--- src/rtl/rr_bus_arbiter_if.sv ---
// Shared-bus bundle between the requesters and the round-robin bus arbiter.
// The arbiter uses the slave modport and the requester side uses master.
interface rr_bus_arbiter_if #(
    parameter int unsigned N_REQ  = 4,
    parameter int unsigned DATA_W = 9,
    parameter int unsigned ID_W   = 2
);
    logic [N_REQ-1:0]        req;
    logic [N_REQ-1:0]        done;
    logic [N_REQ*DATA_W-1:0] req_data;
    logic [N_REQ-1:0]        grant;
    logic [ID_W-1:0]         grant_id;
    logic                    bus_busy;
    logic                    timeout;
    logic [DATA_W-1:0]       bus_data;

    modport master (
        output req, done, req_data,
        input  grant, grant_id, bus_busy, timeout, bus_data
    );

    modport slave (
        input  req, done, req_data,
        output grant, grant_id, bus_busy, timeout, bus_data
    );
endinterface

--- src/rtl/rr_bus_arbiter.sv ---
// Round-robin owner sequencer for a single shared bus: a hold-time limit per
// owner, a one-cycle turnaround gap between owners, and an owner data mux.
module rr_bus_arbiter #(
    parameter int unsigned N_REQ    = 4,
    parameter int unsigned DATA_W   = 9,
    parameter int unsigned MAX_HOLD = 8,
    parameter int unsigned ID_W     = 2
) (
    input logic             clk,
    input logic             rst_n,
    rr_bus_arbiter_if.slave bus
);
    typedef enum logic [1:0] {IDLE, OWN, GAP} state_t;

    state_t            state, state_next;
    logic [N_REQ-1:0]  grant_next;
    logic [ID_W-1:0]   id_next;
    logic              busy_next;
    logic              timeout_next;
    logic [ID_W-1:0]   ptr, ptr_next;
    logic [7:0]        hold_cnt, hold_next;

    logic              found_hi, found_lo;
    logic [ID_W-1:0]   win_hi, win_lo, winner;
    int unsigned       ptr_ext;

    logic              rel_done, rel_req, at_limit;

    // Rotated priority scan: lowest requester at or above ptr, else lowest overall.
    always_comb begin
        found_hi = 1'b0;
        found_lo = 1'b0;
        win_hi   = '0;
        win_lo   = '0;
        ptr_ext  = {{(32-ID_W){1'b0}}, ptr};
        for (int unsigned j = 0; j < N_REQ; j++) begin
            if (bus.req[j] && !found_lo) begin
                found_lo = 1'b1;
                win_lo   = ID_W'(j);
            end
            if (bus.req[j] && (j >= ptr_ext) && !found_hi) begin
                found_hi = 1'b1;
                win_hi   = ID_W'(j);
            end
        end
        winner = found_hi ? win_hi : win_lo;
    end

    always_comb begin
        state_next   = state;
        grant_next   = '0;
        id_next      = bus.grant_id;
        busy_next    = 1'b0;
        timeout_next = 1'b0;
        ptr_next     = ptr;
        hold_next    = hold_cnt;
        rel_done     = bus.done[bus.grant_id];
        rel_req      = !bus.req[bus.grant_id];
        at_limit     = (hold_cnt == 8'(MAX_HOLD - 1));
        case (state)
            IDLE, GAP: begin
                if (found_lo) begin
                    state_next         = OWN;
                    grant_next[winner] = 1'b1;
                    id_next            = winner;
                    busy_next          = 1'b1;
                    hold_next          = '0;
                end else begin
                    state_next = IDLE;
                end
            end
            OWN: begin
                if (rel_done || rel_req || at_limit) begin
                    state_next   = GAP;
                    ptr_next     = (bus.grant_id == ID_W'(N_REQ - 1)) ? '0 : bus.grant_id + 1'b1;
                    hold_next    = '0;
                    // A done or a dropped request takes precedence over the limit.
                    timeout_next = at_limit && !rel_done && !rel_req;
                end else begin
                    grant_next = bus.grant;
                    busy_next  = 1'b1;
                    hold_next  = hold_cnt + 8'd1;
                end
            end
            default: state_next = IDLE;
        endcase
    end

    always_ff @(posedge clk or negedge rst_n) begin
        if (!rst_n) begin
            state        <= IDLE;
            bus.grant    <= '0;
            bus.grant_id <= '0;
            bus.bus_busy <= 1'b0;
            bus.timeout  <= 1'b0;
            ptr          <= '0;
            hold_cnt     <= '0;
        end else begin
            state        <= state_next;
            bus.grant    <= grant_next;
            bus.grant_id <= id_next;
            bus.bus_busy <= busy_next;
            bus.timeout  <= timeout_next;
            ptr          <= ptr_next;
            hold_cnt     <= hold_next;
        end
    end

    always_comb begin
        bus.bus_data = '0;
        for (int unsigned j = 0; j < N_REQ; j++) begin
            if (bus.grant[j] && bus.bus_busy) begin
                bus.bus_data = bus.bus_data | bus.req_data[j*DATA_W +: DATA_W];
            end
        end
    end
endmodule

--- src/flat_wrapper.sv ---
// flat-port wrapper written by rule: the top's interface ports become plain ports
module rr_bus_arbiter_flat 
#(
    parameter int unsigned N_REQ    = 4,
    parameter int unsigned DATA_W   = 9,
    parameter int unsigned MAX_HOLD = 8,
    parameter int unsigned ID_W     = 2
)
  (clk, rst_n, bus_req, bus_done, bus_req_data, bus_grant, bus_grant_id, bus_bus_busy, bus_timeout, bus_bus_data);
  rr_bus_arbiter_if #(.N_REQ(N_REQ), .DATA_W(DATA_W), .ID_W(ID_W)) bus_i ();
  input logic clk;
  input logic rst_n;
  input wire logic [$bits(bus_i.req)-1:0] bus_req;
  input wire logic [$bits(bus_i.done)-1:0] bus_done;
  input wire logic [$bits(bus_i.req_data)-1:0] bus_req_data;
  output wire logic [$bits(bus_i.grant)-1:0] bus_grant;
  output wire logic [$bits(bus_i.grant_id)-1:0] bus_grant_id;
  output wire logic [$bits(bus_i.bus_busy)-1:0] bus_bus_busy;
  output wire logic [$bits(bus_i.timeout)-1:0] bus_timeout;
  output wire logic [$bits(bus_i.bus_data)-1:0] bus_bus_data;
  assign bus_i.req = bus_req;
  assign bus_i.done = bus_done;
  assign bus_i.req_data = bus_req_data;
  assign bus_grant = bus_i.grant;
  assign bus_grant_id = bus_i.grant_id;
  assign bus_bus_busy = bus_i.bus_busy;
  assign bus_timeout = bus_i.timeout;
  assign bus_bus_data = bus_i.bus_data;
  rr_bus_arbiter #(.N_REQ(N_REQ), .DATA_W(DATA_W), .MAX_HOLD(MAX_HOLD), .ID_W(ID_W)) u_core (.clk(clk), .rst_n(rst_n), .bus(bus_i));
endmodule
--- config.mk ---
export PLATFORM = sky130hd
export DESIGN_NAME = rr_bus_arbiter_flat
export DESIGN_NICKNAME = d
export VERILOG_FILES = /design/src/rtl/rr_bus_arbiter_if.sv /design/src/rtl/rr_bus_arbiter.sv /design/src/flat_wrapper.sv
export SDC_FILE = /design/constraint.sdc
export NUM_CORES = 1
export LEC_CHECK = 0
export BUFFER_PORTS_ARGS = -buffer_cell sky130_fd_sc_hd__buf_4
export CAP_MARGIN = 20
export CORE_ASPECT_RATIO = 0.5
export CORE_MARGIN = 2
export CORE_UTILIZATION = 45
export DETAILED_ROUTE_END_ITERATION = 8
export PLACE_DENSITY = 0.83
export SYNTH_ARGS = -nofsm -noshare
export SYNTH_HDL_FRONTEND = slang
export SYNTH_SLANG_ARGS = --single-unit
--- constraint.sdc ---
create_clock -name clk -period 2.1 [get_ports clk]
set_input_delay 0.105 -clock clk [delete_from_list [all_inputs] [get_ports clk]]
set_output_delay 0.105 -clock clk [all_outputs]
set_load 0.01 [all_outputs]
==> metrics.txt <==
status=completed; unique cell type count in the Yosys netlist=38; Remaining DRCs=0; worst-path cell chain=ha_1 -> nand2_1 -> nand4b_1 -> a21oi_2 -> mux2_1; EDFF count, synth=0; Post-Syn Area=1270 um^2; Finished Layout Cells=232; drt first-iter violations=68; DRT Pass-1 Iters=4; total gr overflow=0; initial antenna violation count=0; Rel. slew slack=0.663; slowest CP cell=nand4b_1; Synth Flop Type=dfrtp_1; post-synthesis cell count=135; Logic pwr share=0.488; biggest area consumer among synthesized cells=dfrtp_1; IO Pins=63; via/cell ratio=5.71; Clk pin slew, worst setup/hold paths=70 ps; filler cell count in the final layout=221; Hold Vio Cnt, Final=0; Flop pwr share=0.359; Lkg Pwr=0.000819 uW; largest family of logic cells by synthesized area=compound AO/OA/AOI/OAI gates; Post-synth ARST share=1.00; total CTS buffers=3; synth top area cells=dfrtp_1, a22oi_1, a21boi_0, nor2b_1, nand2_1; Synth Area in Simple Gates=0.175; CP delay by family, top=simple AND/OR/NAND/NOR gates; die extent in x=79.1 um; Hold Path Class=in2reg; Startpoint Class=flip-flop; FF+latch count, synth=20; wire length per cell=15.3 um; CP Max Fanout=10; Starting Density=0.481; core area=2640 um^2; Setup CP Type=reg2reg; GPL Wtd Cong=0.861; Row Count=13; Worst VDD drop=0.827 mV; post-route ant nets=0; Setup Skew=4.06 ps; Post-Route WL=3550 um; Num Clock Sinks=20; layout cells sized above 1=0.349; FMAX=517 MHz; final setup vio count=0; post-synthesis xor/xnor area fraction=0; Clk Latency, worst-skew pair=260 ps; fin crit share=0.920; Slew Limit Fails=0; H-tree Lvls=1; multi-input logic area=717 um^2; clk root buf=clkbuf_8; syn avg cell area=9.39 um^2; first-pass GRT wire length=5860 um; largest net degree at the start of global routing=21; clock share of power=0.153; PD cells=1050 nW/um^2; synth warn=0; reg-to-reg setup timing slack=170 ps; area grow syn2layout=42.7%; Buf+Inv Stages, Crit Path=0; Yosys top cell area share=0.395; sequential fraction of the synthesis area=0.395; PortBufs=62; Synth Area in Adders=0.0197; most common cell in the netlist=dfrtp_1; full die area=3280 um^2; Die Y=41.5 um; crit end category=flip-flop; total track usage=0.227; Final HPWL DP=2770 um; Crit path required time=2240 ps; WP data arrival=2080 ps; Reg area=500 um^2; Vias=1324; diode count=0; complex-gate fraction of the synthesized area=0.336; mux contribution to synthesized area=0.0355; Pint=1140 uW; max cap viols=0; Switch Pwr=753 uW; RSZ-0062 raised after global routing=no; clk buf depth=2; Fin Hold WS=238 ps; crit path time final=1930 ps; switch share=0.398; DP Cell Count=227; Commonest cells post-synth=dfrtp_1, a22oi_1, a21boi_0, nand2_1, nor2b_1; CP max stage delay=450 ps; CTS tree=built; vias in the first global route=1216; final net count=244; Worst Tran Pin Value=504 ps; setup tns final=0 ps; syn nets=183
## power groups by stage
stage	clock [uW]	combinational (uW)	sequential (uW)
3_3_place_gp	0	891	679
6_report	289	924	679
5_1_grt	319	1010	707
4_1_cts	296	926	679
2_1_floorplan	0	604	603
3_5_place_dp	0	921	690
## repair_timing
action | CTS | global route
hold buffers | 1 | 0
endpoints found under the hold margin | 20 | 0
gates resized for setup | 0 | 0
buffers inserted | 0 | 0
## kinds of logic after synthesis
| family | after synthesis |
|---|---|
| fa+ha+maj | 2 |
| compound gates | 56 |
| mux | 3 |
| buf+inv | 11 |
| simple gates | 43 |
| flops | 20 |
## cell usage in the layout, fill, tap and decap left out, drive strengths merged, types with 3 or more instances in the layout
cell type,instances
o2bb2ai,3
nand2,10
a22oi,18
nor2b,7
nand3,4
inv,4
nand2b,3
nor3,5
buf,62
a21boi,10
nor2,6
dfrtp,20
nand4,3
o21ai,6
a22o,4
clkbuf,4
## layer usage
| layer | vias up | part of all wire | GRT usage |
|---|---|---|---|
| met5 | - | 0 | 0 |
| li1 | 642 | - | - |
| met3 | 7 | 0.086 | 0.0717 |
| met2 | 56 | 0.46 | 0.368 |
| met4 | 0 | 0.016 | 0.0621 |
| met1 | 619 | 0.44 | 0.295 |
## registers in the layout (all words and copies together) (netlist names)
register	cells
u_core.bus.grant	4
u_core.state	2
u_core.bus.timeout	1
u_core.bus.grant_id	2
u_core.ptr	2
u_core.hold_cnt	8
u_core.bus.bus_busy	1
## through the flow
step | setup WS [ps] | cell area [um^2] | utilization | total power (uW)
5_1_grt | 67.9 | 1810 | 0.687 | 2040
4_1_cts | 192 | 1810 | 0.687 | 1900
2_1_floorplan | 390 | 1270 | - | 1210
3_5_place_dp | 206 | 1740 | 0.662 | 1610
6_report | 168 | 1810 | 0.687 | 1890
3_3_place_gp | 270 | 1740 | 0.662 | 1570
## path summary, 6_finish.rpt
| path | from | cells after the start | to |
|---|---|---|---|
| min reg2reg | u_core.hold_cnt[0] | 1 | u_core.hold_cnt[0] |
| min | bus_req[2] | 3 | u_core.bus.grant[0] |
| max reg2reg | u_core.hold_cnt[0] | 5 | u_core.ptr[0] |
| min in group asynchronous | rst_n | 2 | u_core.hold_cnt[2] |
| max in group asynchronous | rst_n | 2 | u_core.bus.grant[3] |
| max | u_core.hold_cnt[0] | 5 | u_core.ptr[0] |
## area by class of cell
class	instances	area share
Inverter	4	0.00830
Tap cell	37	0.0256
Sequential cell	20	0.277
Multi-Input combinational cell	104	0.396
Clock buffer	4	0.0304
Timing Repair Buffer	63	0.263
## tightest hold or removal path: stages
cell and delay [ps]:
buf_4 110, o32a_1 160, o2bb2ai_1 80
Note: power is estimated with default switching activity, not from simulation.
